### src/rtl/fp_mult_scheduler.sv
// Round-robin scheduler sharing one pipelined FP multiplier among N_REQ requesters,
// with ID tagging and a halt/drain FSM. Define FP_MULT_SCHED_PERF_EN to add perf counters.
module fp_mult_scheduler #(
    parameter int N_REQ        = 4,
    parameter int ID_W         = 2,
    parameter int MULT_LATENCY = 2
) (
    input  logic                clk,
    input  logic                rst_n,
    input  logic [N_REQ-1:0]    req_valid,
    input  logic [32*N_REQ-1:0] req_a,
    input  logic [32*N_REQ-1:0] req_b,
    output logic [N_REQ-1:0]    req_ready,
    output logic                mult_load,
    output logic [31:0]         mult_a,
    output logic [31:0]         mult_b,
    input  logic [31:0]         mult_result,
    output logic                resp_valid,
    output logic [ID_W-1:0]     resp_id,
    output logic [31:0]         resp_data,
    input  logic                halt,
    output logic                halted,
    output logic                busy
`ifdef FP_MULT_SCHED_PERF_EN
    ,
    input  logic                perf_clr,
    output logic [31:0]         perf_issued,
    output logic [31:0]         perf_stall
`endif
);

    localparam int STAGES = MULT_LATENCY + 1;

    typedef enum logic [1:0] {RUN, DRAIN, HALTED} state_e;

    state_e                      state_q, state_d;
    logic [ID_W-1:0]             ptr_q, ptr_d;
    logic [STAGES-1:0]           tag_v_q, tag_v_d;
    logic [STAGES-1:0][ID_W-1:0] tag_id_q, tag_id_d;
    logic                        mult_load_q, mult_load_d;
    logic [31:0]                 mult_a_q, mult_a_d;
    logic [31:0]                 mult_b_q, mult_b_d;
    logic                        resp_valid_q, resp_valid_d;
    logic [ID_W-1:0]             resp_id_q, resp_id_d;
    logic [31:0]                 resp_data_q, resp_data_d;

    logic                        grant_en;
    logic                        found;
    logic                        accept;
    logic [ID_W-1:0]             grant_id;
    logic [ID_W-1:0]             cand;

    always_ff @(posedge clk or negedge rst_n) begin
        if (!rst_n) state_q <= RUN;
        else        state_q <= state_d;
    end

    always_comb begin
        state_d = state_q;
        case (state_q)
            RUN:     if (halt) state_d = DRAIN;
            DRAIN: begin
                if (!halt)                           state_d = RUN;
                else if (!busy && !resp_valid_q)     state_d = HALTED;
            end
            HALTED:  if (!halt) state_d = RUN;
            default: state_d = RUN;
        endcase
    end

    // Grants are also masked while reset is asserted so req_ready reads zero then.
    always_comb begin
        grant_en = rst_n && (state_q == RUN) && !halt;
        halted   = (state_q == HALTED);
    end

    always_comb begin
        found    = 1'b0;
        grant_id = '0;
        cand     = '0;
        for (int unsigned i = 0; i < N_REQ; i++) begin
            cand = ID_W'((32'(ptr_q) + i) % N_REQ);
            if (!found && req_valid[cand]) begin
                found    = 1'b1;
                grant_id = cand;
            end
        end
        req_ready = (grant_en && found) ? (N_REQ'(1) << grant_id) : '0;
        accept    = |(req_valid & req_ready);
    end

    always_comb begin
        ptr_d       = ptr_q;
        mult_load_d = accept;
        mult_a_d    = mult_a_q;
        mult_b_d    = mult_b_q;
        if (accept) begin
            ptr_d    = ID_W'((32'(grant_id) + 1) % N_REQ);
            mult_a_d = req_a[32*grant_id +: 32];
            mult_b_d = req_b[32*grant_id +: 32];
        end
        tag_v_d      = {tag_v_q[STAGES-2:0], accept};
        tag_id_d     = {tag_id_q[STAGES-2:0], grant_id};
        resp_valid_d = tag_v_q[STAGES-1];
        resp_id_d    = resp_id_q;
        resp_data_d  = resp_data_q;
        if (tag_v_q[STAGES-1]) begin
            resp_id_d   = tag_id_q[STAGES-1];
            resp_data_d = mult_result;
        end
    end

    always_ff @(posedge clk or negedge rst_n) begin
        if (!rst_n) begin
            ptr_q        <= '0;
            tag_v_q      <= '0;
            tag_id_q     <= '0;
            mult_load_q  <= 1'b0;
            mult_a_q     <= '0;
            mult_b_q     <= '0;
            resp_valid_q <= 1'b0;
            resp_id_q    <= '0;
            resp_data_q  <= '0;
        end else begin
            ptr_q        <= ptr_d;
            tag_v_q      <= tag_v_d;
            tag_id_q     <= tag_id_d;
            mult_load_q  <= mult_load_d;
            mult_a_q     <= mult_a_d;
            mult_b_q     <= mult_b_d;
            resp_valid_q <= resp_valid_d;
            resp_id_q    <= resp_id_d;
            resp_data_q  <= resp_data_d;
        end
    end

    assign mult_load  = mult_load_q;
    assign mult_a     = mult_a_q;
    assign mult_b     = mult_b_q;
    assign resp_valid = resp_valid_q;
    assign resp_id    = resp_id_q;
    assign resp_data  = resp_data_q;
    assign busy       = (|tag_v_q) | mult_load_q;

`ifdef FP_MULT_SCHED_PERF_EN
    logic [31:0] perf_issued_q, perf_issued_d;
    logic [31:0] perf_stall_q, perf_stall_d;

    always_comb begin
        perf_issued_d = perf_issued_q + 32'(accept);
        perf_stall_d  = perf_stall_q + 32'(|(req_valid & ~req_ready));
        if (perf_clr) begin
            perf_issued_d = '0;
            perf_stall_d  = '0;
        end
    end

    always_ff @(posedge clk or negedge rst_n) begin
        if (!rst_n) begin
            perf_issued_q <= '0;
            perf_stall_q  <= '0;
        end else begin
            perf_issued_q <= perf_issued_d;
            perf_stall_q  <= perf_stall_d;
        end
    end

    assign perf_issued = perf_issued_q;
    assign perf_stall  = perf_stall_q;
`endif

endmodule

### config.mk
export PLATFORM = sky130hd
export DESIGN_NAME = fp_mult_scheduler
export DESIGN_NICKNAME = d
export VERILOG_FILES = /design/src/rtl/fp_mult_scheduler.sv
export SDC_FILE = /design/constraint.sdc
export NUM_CORES = 1
export LEC_CHECK = 0
export ABC_AREA = 1
export BUFFER_PORTS_ARGS = -buffer_cell sky130_fd_sc_hd__buf_4
export CORE_AREA = 10 10 149 151
export CTS_BUF_LIST = sky130_fd_sc_hd__clkbuf_4 sky130_fd_sc_hd__clkbuf_8 sky130_fd_sc_hd__clkbuf_16
export CTS_CLUSTER_DIAMETER = 50
export DETAILED_ROUTE_END_ITERATION = 10
export DIE_AREA = 0 0 159 161
export GPL_ROUTABILITY_DRIVEN = 0
export HOLD_SLACK_MARGIN = 0.06
export PLACE_DENSITY = 0.79
export SYNTH_ARGS = -nofsm -noshare
export SYNTH_HDL_FRONTEND = slang
export SYNTH_SLANG_ARGS = --single-unit
### constraint.sdc
create_clock -name clk -period 3.71 [get_ports clk]
set_clock_uncertainty 0.15 [all_clocks]
set_input_delay 0.5565 -clock clk [delete_from_list [all_inputs] [get_ports clk]]
set_output_delay 0.5565 -clock clk [all_outputs]
set_load 0.02 [all_outputs]
After elaboration in Yosys (flattened, before gate mapping)
Cells that the tools add are included.
{ "word_totals": {"reg_bits": 113, "word_cells": 69} }
{ "classes": {"n_addsub": 4, "order_cmp": 4, "n_eq_ne": 5, "shift": 3, "mux": 22, "n_bitwise": 2, "reduce_logical": 17} }
{ "op_table": {"columns": ["operator", "n"], "rows": [
  ["indexed part select 128 x 8 -> 32 bit", 2],
  ["two-way mux 2 bit", 8],
  ["< comparator 2 x 3 -> 1 bit (second input constant)", 4],
  ["binary-select mux 1 bit (select 2 bit)", 4],
  ["two-way mux 1 bit", 8],
  ["logical AND 1 bit", 7],
  ["logical NOT 1 bit", 6],
  ["one-hot mux 2 bit (3 select lines)", 1],
  ["adder 2 x 1 -> 2 bit (second input constant)", 2],
  ["adder 2 bit (second input constant)", 2],
  ["AND 4 bit", 1],
  ["two-way mux 4 bit", 1],
  ["inequality test 2 bit (second input constant)", 2],
  ["OR reduction 4 bit", 1],
  ["<< shifter 1 x 2 -> 4 bit (first input constant)", 1],
  ["inequality test 3 bit (second input constant)", 1],
  ["AND reduction 3 bit", 1],
  ["OR reduction 3 bit", 1],
  ["equality test 2 x 1 -> 1 bit (second input constant)", 1],
  ["equality test 2 bit (second input constant)", 1],
  ["logical NOT 2 bit", 1],
  ["OR 1 bit", 1]
]} }

Depth between registers and ports, before layout
Gate-level depths: netlist of run 1.
{ "depth": {"word_depth": 16, "depth_mapped": 18, "ltp_nobuf": 15} }

Least setup slack after synthesis of run 1
No wires, ideal clock.
{ "synth_timing": {"kind": "input -> output", "from": "input req_valid[1]", "to": "output req_ready[3]", "t_arrival_ns": 1.927, "slack_ns": 1.076, "path_stages": 10, "n_path_buf": 1, "path_cell_list": "inv_1 > nand2_1 > nand3_1 > nand2_2 > nor2_4 > nand2_2 > nor2_2 > nor2_4 > buf_6 > nor3_1"} }
{ "synth_between": {"elab_chain_len": 14, "elab_cells_between_ends": 25} }
{ "synth_lines": {"columns": ["element", "line_no", "rtl"], "rows": [
  ["from (decl)", "10", "input logic [N_REQ-1:0] req_valid,"],
  ["binary-select mux 1 bit (select 2 bit)", "83", "if (!found && req_valid[cand]) begin"],
  ["two-way mux 1 bit (implied by the code)", "83", null],
  ["two-way mux 1 bit", "83", null],
  ["logical NOT 1 bit", "83", null],
  ["logical AND 1 bit", "83", null],
  ["two-way mux 1 bit", "83", null],
  ["logical NOT 1 bit", "83", null],
  ["logical AND 1 bit", "83", null],
  ["two-way mux 1 bit", "83", null],
  ["logical NOT 1 bit", "83", null],
  ["logical AND 1 bit", "83", null],
  ["two-way mux 2 bit / two-way mux 1 bit (equally long branches)", "83", null],
  ["<< shifter 1 x 2 -> 4 bit / logical AND 1 bit (equally long branches)", "88", "req_ready = (grant_en && found) ? (N_REQ'(1) << grant_id) : '0;"],
  ["two-way mux 4 bit *", "88", null],
  ["to (decl)", "13", "output logic [N_REQ-1:0] req_ready,"]
]} }
Mark *: on every way between the ends. The rest lies on a longest branch, timed or not. The select of a mux whose other input is x is not followed.

Final worst setup path of run 1
{ "layout_timing": {"from": "register ptr_q[0]", "to": "output req_ready[2]"} }
{ "layout_between": {"elab_chain_len": 14, "elab_cells_between_ends": 28} }
{ "layout_lines": {"columns": ["element", "line_no", "rtl"], "rows": [
  ["from (decl)", "37", "logic [ID_W-1:0] ptr_q, ptr_d;"],
  ["from (signal assigned)", "125", "ptr_q <= ptr_d;"],
  ["parallel branches: the longest is 13 deep, another holds adder 2 x 1 -> 2 bit", null, null],
  ["two-way mux 4 bit *", "88", null]
]} }
Every way passes the cells marked *. The select of a mux whose other input is x is not followed.

==> out/qor.csv, run 1 <==
stage,metric,value,unit
run_status,status,"complete, no violations",
power_and_ir_drop,maximum VDD drop,0.0008487,V
final_layout,Multi-input gate area,3734,sq um
sta,worst slew pin tran,0.9896,ns
flow_run,max cap viols,0,
power_and_ir_drop,P per Cell Area,969.9,nW/um^2
final_layout,fillers,1869,
final_layout,fraction of layout cells with a size suffix above 1,28.87,%
synthesis,mapped cell area,7487,sq um
critical_path,Worst Path Required,3.00,ns
critical_path,CP bufs+invs,4,
clocking,CTS Buf Count,9,
sta,Setup TNS,0,ns
critical_path,Crit Path Class,flop to output port,
critical_path,CP max stage delay,0.59,ns
global_route,GRT Total Usage,22.98,%
synthesis,Mapped Cells,1220,
clocking,post-cts resize count,0,
placed_design,Buffers on Ports,400,
clocking,root buffer cell,clkbuf_16,
drt,antenna-violating nets left,0,
clocking,clk slew on worst S/H paths,0.09,ns
sta,Tcrit/Tclk final,90.58,%
global_route,first-pass GRT wire length,48.38,mm
critical_path,"Cell Chain, Critical Path",inv_2 -> nand2_1 -> nand3_1 -> o21ai_1 -> inv_2 -> nand2_2 -> nor2_2 -> nor2_4 -> buf_4 -> nor2_1 -> buf_4,
clocking,hold_buf cts,0,
synthesis,Post-synth ARST share,100.0,%
final_layout,nets,1859,
global_route,vias in the first global route,8783,
floorplanning,row count,51,
synthesis,flip-flop and latch count after synthesis,112,
final_layout,Synth-to-Final Area Change,44.94,%
clocking,CTS tree,built,
synthesis,syn nets,1515,
final_layout,ant diodes,0,
synthesis,count of cell types in the netlist,23,
placed_design,dpl hpwl,22.70,mm
synthesis,YS warnings,0,
power_and_ir_drop,Lkg Pwr,0.006718,uW
sta,slew margin rel.,34.02,%
floorplanning,Die Height,161,um
sta,RSZ-0062 raised after global routing,no,
hold_path,Hold Crit Start,tag_id_d[5],
drt,number of vias per cell,4.926,
global_route,"Remaining Overflow, GRT",0,
drt,final WL,30.82,mm
drt,via count,9034,
sta,crit path time final,3.361,ns
critical_path,Worst setup EP type,output port,
critical_path,slowest CP cell,dfrtp_1,
clocking,CTS Buffer Depth,2,
sta,setup violators final,0,
sta,final hold vios,0,
critical_path,FF-to-FF Start,ptr_q[0],
floorplanning,Die Area,25600,sq um
floorplanning,initial core utilization,38.98,%
critical_path,Crit Path Max Fanout,35,
synthesis,post-synthesis sequential area ratio,37.43,%
critical_path,Critical path origin,ptr_q[0],
hold_path,Hold Crit Class,flop to flop,
synthesis,biggest area consumer among synthesized cells,dfrtp_1,
critical_path,CP top delay family,buffers and inverters,
drt,routed len/inst,16.81,um
synthesis,Syn Area/Cell,6.137,sq um
synthesis,Synth area leaders,"dfrtp_1 37%, nand2_1 30%, nand3_1 18%, inv_1 6.8%, buf_2 2.9%",
clocking,depth of the CTS H-tree,3,
synthesis,top-area cell type share of the netlist area,37.43,%
critical_path,"Arr. time, crit path",2.65,ns
floorplanning,Die Span X,159,um
sta,hold slack final,0.2023,ns
drt,Remaining DRCs,0,
global_route,maximum number of pins on one net before global-route repair,129,
critical_path,CP Launch Type,flop,
synthesis,"Primary FF master, synth",dfrtp_1,
clocking,clk_lat worst skew,0.35,ns
clocking,# clock sinks,112,
synthesis,Post-synth EDFFs,0,
final_layout,Seq. cell area,2803,sq um
global_route,initial antenna violation count,0,
floorplanning,CORE AREA,19210,sq um
drt,first drt pass iteration count,5,
drt,1st-iter DRT viols,677,
synthesis,Synth top cells by count,"589 x nand2_1, 263 x nand3_1, 136 x inv_1, 112 x dfrtp_1, 43 x buf_2",
sta,fin. max-slew vios,0,
floorplanning,num ports,401,
clocking,Post-CTS Setup Inserts,0,
synthesis,cell with the most instances after synthesis,nand2_1,
sta,fmax,297.6,MHz
-- cell families (layout without fill, tap and decap cells) --
logic type / Yosys count / after routing / synth area share [%]
AND/OR/NAND/NOR: 873 / 873 / 49.00
flip-flops: 112 / 112 / 37.43
buffers and inverters: 227 / 576 / 12.95
AO/OA/AOI/OAI: 8 / 8 / 0.6183
-- per-stage QoR --
step	instances	setup slack [ns]	power [uW]	area, sq um	util, %
floorplan	1220	1.076	7299	7487	-
global placement	1818	0.8011	9469	10560	54.98
detailed placement	1818	0.7371	9548	10560	54.98
CTS	1834	0.4060	10550	10850	56.50
global route	1834	0.1594	11560	10850	56.50
finish	1834	0.3494	10530	10850	56.50
-- cell type report --
class | instances | share of cell area [%]
Multi-Input combinational cell | 881 | 34.41
Timing Repair Buffer | 417 | 29.08
Sequential cell | 112 | 25.83
Inverter | 143 | 4.946
Tap cell | 265 | 3.055
Clock buffer | 9 | 2.075
Clock inverter | 7 | 0.6111
-- worst paths after layout --
kind / to / slack (ns) / depth (start not counted)
max in group asynchronous: mult_b[27] / 1.93 / 3
setup / recovery: req_ready[2] / 0.35 / 11
setup reg to reg: mult_b[17] / 0.68 / 12
hold reg to reg: tag_id_q[5] / 0.20 / 0
min in group asynchronous: tag_v_q[2] / 0.32 / 2
hold / removal: tag_id_q[5] / 0.20 / 0
-- worst register-to-register path, cell delays in order, from the launching register on --
cell     delay, ns
dfrtp_1       0.59
inv_2         0.20
nand2_1       0.11
nand2_1       0.10
o21ai_1       0.30
nand4_4       0.53
buf_4         0.50
nand3_1       0.14
nand2_1       0.05
nand2_1       0.05
nand2_1       0.06
nand2_1       0.06
nand2_1       0.07
-- cells in the final DEF (no fill, tap or decap), types with 2 or more instances in the layout --
| cell type | count |
|---|---|
| nor2_1 | 7 |
| nand3_1 | 263 |
| o21ai_0 | 3 |
| nor3_1 | 2 |
| nand2_2 | 7 |
| clkinv_4 | 2 |
| inv_1 | 136 |
| buf_12 | 2 |
| o21ai_1 | 3 |
| buf_4 | 415 |
| inv_2 | 6 |
| clkbuf_16 | 9 |
| nor2_4 | 2 |
| dfrtp_1 | 112 |
| nand2_1 | 587 |
-- registers in the layout, indices dropped and copies added (netlist names) --
name and cells:
tag_v_q 3, resp_id 2, resp_data 32, state_q 2, mult_b 32, mult_a 32
ptr_q 2, resp_valid 1, tag_id_d 4, tag_id_q 2
-- per-layer routing --
layer	GRT usage, %	part of all wire, %
met5	0	0
met2	38.47	48
met3	5.567	7.7
met1	28.41	41
met4	7.877	3.1
-- report_power, final --
| part | total [uW] | internal (uW) | leakage (uW) | switching (uW) |
|---|---|---|---|---|
| Combinational | 7450 | 2530 | 0.00518 | 4920 |
| Sequential | 2110 | 1780 | 0.00140 | 337 |
| Clock | 964 | 471 | 0.000141 | 493 |
Note: power is estimated with default switching activity, not from simulation.
==> run 2, diff against run 1 <==
- CORE_AREA: 10 10 149 151 -> 2 2 154 156
- DIE_AREA: 0 0 159 161 -> 0 0 156 158
- PLACE_DENSITY: 0.79 -> 0.69
==> out/qor.csv, run 2 (synthesized netlist as in run 1, its figures left out) <==
stage,metric,value,unit,change
floorplanning,row count,56,,+9.8%
floorplanning,initial core utilization,32.48,%,-6.5 points
sta,Setup TNS,0,ns,unchanged
global_route,first-pass GRT wire length,42.64,mm,-12%
clocking,hold_buf cts,0,,unchanged
drt,number of vias per cell,4.751,,-3.6%
clocking,CTS Buffer Depth,2,,unchanged
critical_path,Worst Path Required,3.00,ns,about the same
clocking,CTS tree,built,,
clocking,root buffer cell,clkbuf_16,,
global_route,maximum number of pins on one net before global-route repair,129,,unchanged
floorplanning,num ports,401,,unchanged
power_and_ir_drop,internal power,4811,uW,+0.79%
critical_path,"Arr. time, crit path",2.60,ns,-0.05 ns
run_status,status,"complete, no violations",,
sta,Tcrit/Tclk final,89.14,%,-1.4 points
drt,final WL,27.98,mm,-9.2%
sta,RSZ-0062 raised after global routing,no,,
drt,DR WL met3,1.890,mm,-20%
flow_run,max cap viols,0,,unchanged
hold_path,Hold Crit Class,input pin to asynchronous set/reset pin,,
final_layout,final cell count without fillers,1858,,+1.3%
drt,Met2 Wirelength,13.74,mm,-7.8%
power_and_ir_drop,P per Cell Area,969.4,nW/um^2,about the same
power_and_ir_drop,maximum VDD drop,0.0008402,V,-0.99%
sta,worst setup margin,0.4028,ns,+0.05337 ns
critical_path,CP Launch Type,flop,,
clocking,Post-CTS Setup Inserts,0,,unchanged
floorplanning,Die Area,24650,sq um,-3.7%
sta,final hold vios,0,,unchanged
sta,slew margin rel.,47.72,%,+14 points
clocking,# clock sinks,112,,unchanged
placed_design,dpl hpwl,19.91,mm,-12%
final_layout,ant diodes,0,,unchanged
power_and_ir_drop,Clk pwr share,9.5,%,+0.3 points
critical_path,Crit Path Class,flop to output port,,
sta,fin. max-slew vios,0,,unchanged
critical_path,Crit Path Max Fanout,17,,-51%
power_and_ir_drop,Flop pwr share,19.8,%,-0.3 points
sta,worst slew pin tran,0.7842,ns,-0.2054 ns
clocking,clk_lat worst skew,0.35,ns,about the same
sta,crit path time final,3.307,ns,-0.05337 ns
drt,antenna-violating nets left,0,,unchanged
floorplanning,Die Height,158,um,-1.9%
drt,1st-iter DRT viols,547,,-19%
final_layout,Multi-input gate area,3744,sq um,+0.27%
drt,via count,8827,,-2.3%
placed_design,Buffers on Ports,400,,unchanged
drt,Met1 Wirelength,11.72,mm,-6.9%
global_route,GRT Total Usage,21.77,%,-1.2 points
drt,first drt pass iteration count,4,,-1
final_layout,Seq. cell area,2803,sq um,unchanged
drt,routed len/inst,15.06,um,-10%
global_route,"Remaining Overflow, GRT",0,,unchanged
final_layout,most frequent cells in the layout,"587 x nand2_1, 413 x buf_4, 263 x nand3_1",,
sta,setup violators final,0,,unchanged
final_layout,Synth-to-Final Area Change,45.72,%,
floorplanning,Die Span X,156,um,-1.9%
critical_path,Worst setup EP type,output port,,
floorplanning,CORE AREA,23050,sq um,+20%
power_and_ir_drop,Sw Pwr,5765,uW,+0.23%
sta,fmax,302.4,MHz,+1.6%
final_layout,"commonest non-fill, non-tap cell in the layout",nand2_1,,
placed_design,dpl ws,0.6149,ns,-0.1221 ns
final_layout,fillers,2431,,+30%
drt,Remaining DRCs,0,,unchanged
final_layout,nets,1858,,-0.054%
global_route,initial antenna violation count,0,,unchanged
clocking,CTS Buf Count,9,,unchanged
drt,Top Metal Used,met4,,
power_and_ir_drop,total power,10580,uW,+0.49%
placed_design,total placed cells including tap cells,1842,,+1.3%
clocking,depth of the CTS H-tree,3,,unchanged
power_and_ir_drop,Lkg Pwr,0.006727,uW,+0.13%
clocking,clk slew on worst S/H paths,0.09,ns,about the same
final_layout,fin util,47.33,%,-9.2 points
critical_path,R2R Setup Slk,0.75,ns,+0.07 ns
global_route,vias in the first global route,8138,,-7.3%
final_layout,fraction of layout cells with a size suffix above 1,28.89,%,about the same
power_and_ir_drop,Comb pwr share,70.7,%,about the same
power_and_ir_drop,sw frac,54.51,%,-0.14 points
-- run 2: power by group through the flow --
stage	Sequential, uW	Clock, uW	Combinational [uW]
after global routing	2160	1080	8340
final	2090	1010	7480
after detailed placement	2110	0	7520
after floorplan	2670	0	4630
after global placement	2100	0	7440
after CTS	2100	1040	7530
-- run 2: layout make-up --
cell class	count	share of cell area [%]
Clock buffer	9	2.064
Clock inverter	7	0.7225
Inverter	143	4.920
Multi-Input combinational cell	881	34.31
Sequential cell	112	25.69
Tap cell	290	3.326
Timing Repair Buffer	416	28.97
-- run 2: repair_timing --
action / 4_1_cts / 5_1_grt
resized for setup: 0 / 2
endpoints found under the hold margin: 0 / 0
endpoints found under the setup margin: 0 / 4
-- run 2: stage by stage --
step	instance area [sq um]	hold WS, ns
floorplan	7487	0.1109
detailed placement	10600	0.1847
global route	10910	0.2125
finish	10910	0.2013
global placement	10600	0.1819
CTS	10900	0.2037
-- run 2: worst paths after layout --
check,start,end,cells past startpoint
worst min-delay path,rst_n,mult_b[21],2
min in group clk,tag_id_d[3],tag_id_d[5],0
max in group asynchronous,rst_n,resp_id[1],3
worst max-delay path,ptr_q[0],req_ready[0],12
worst max register to register,ptr_q[0],ptr_q[1],10
worst min register to register,tag_id_d[3],tag_id_d[5],0
-- run 2: worst max-delay path, cell delays in order (launching register included) --
cell and delay (ns):
dfrtp_1 0.59, inv_2 0.20, nand2_1 0.10, nand2_1 0.08
nand2_1 0.10, nand2_2 0.09, nor2_4 0.16, nand2_2 0.09
nor2_2 0.13, nor2_4 0.07, inv_2 0.32, nor2_1 0.14
buf_4 0.19
-- run 2: layer usage --
metal  vias up  track usage, %
li1       4426               -
met1      4076           27.00
met2       289           38.01
met3        36           4.873
met4         0           6.291
met5         -               0
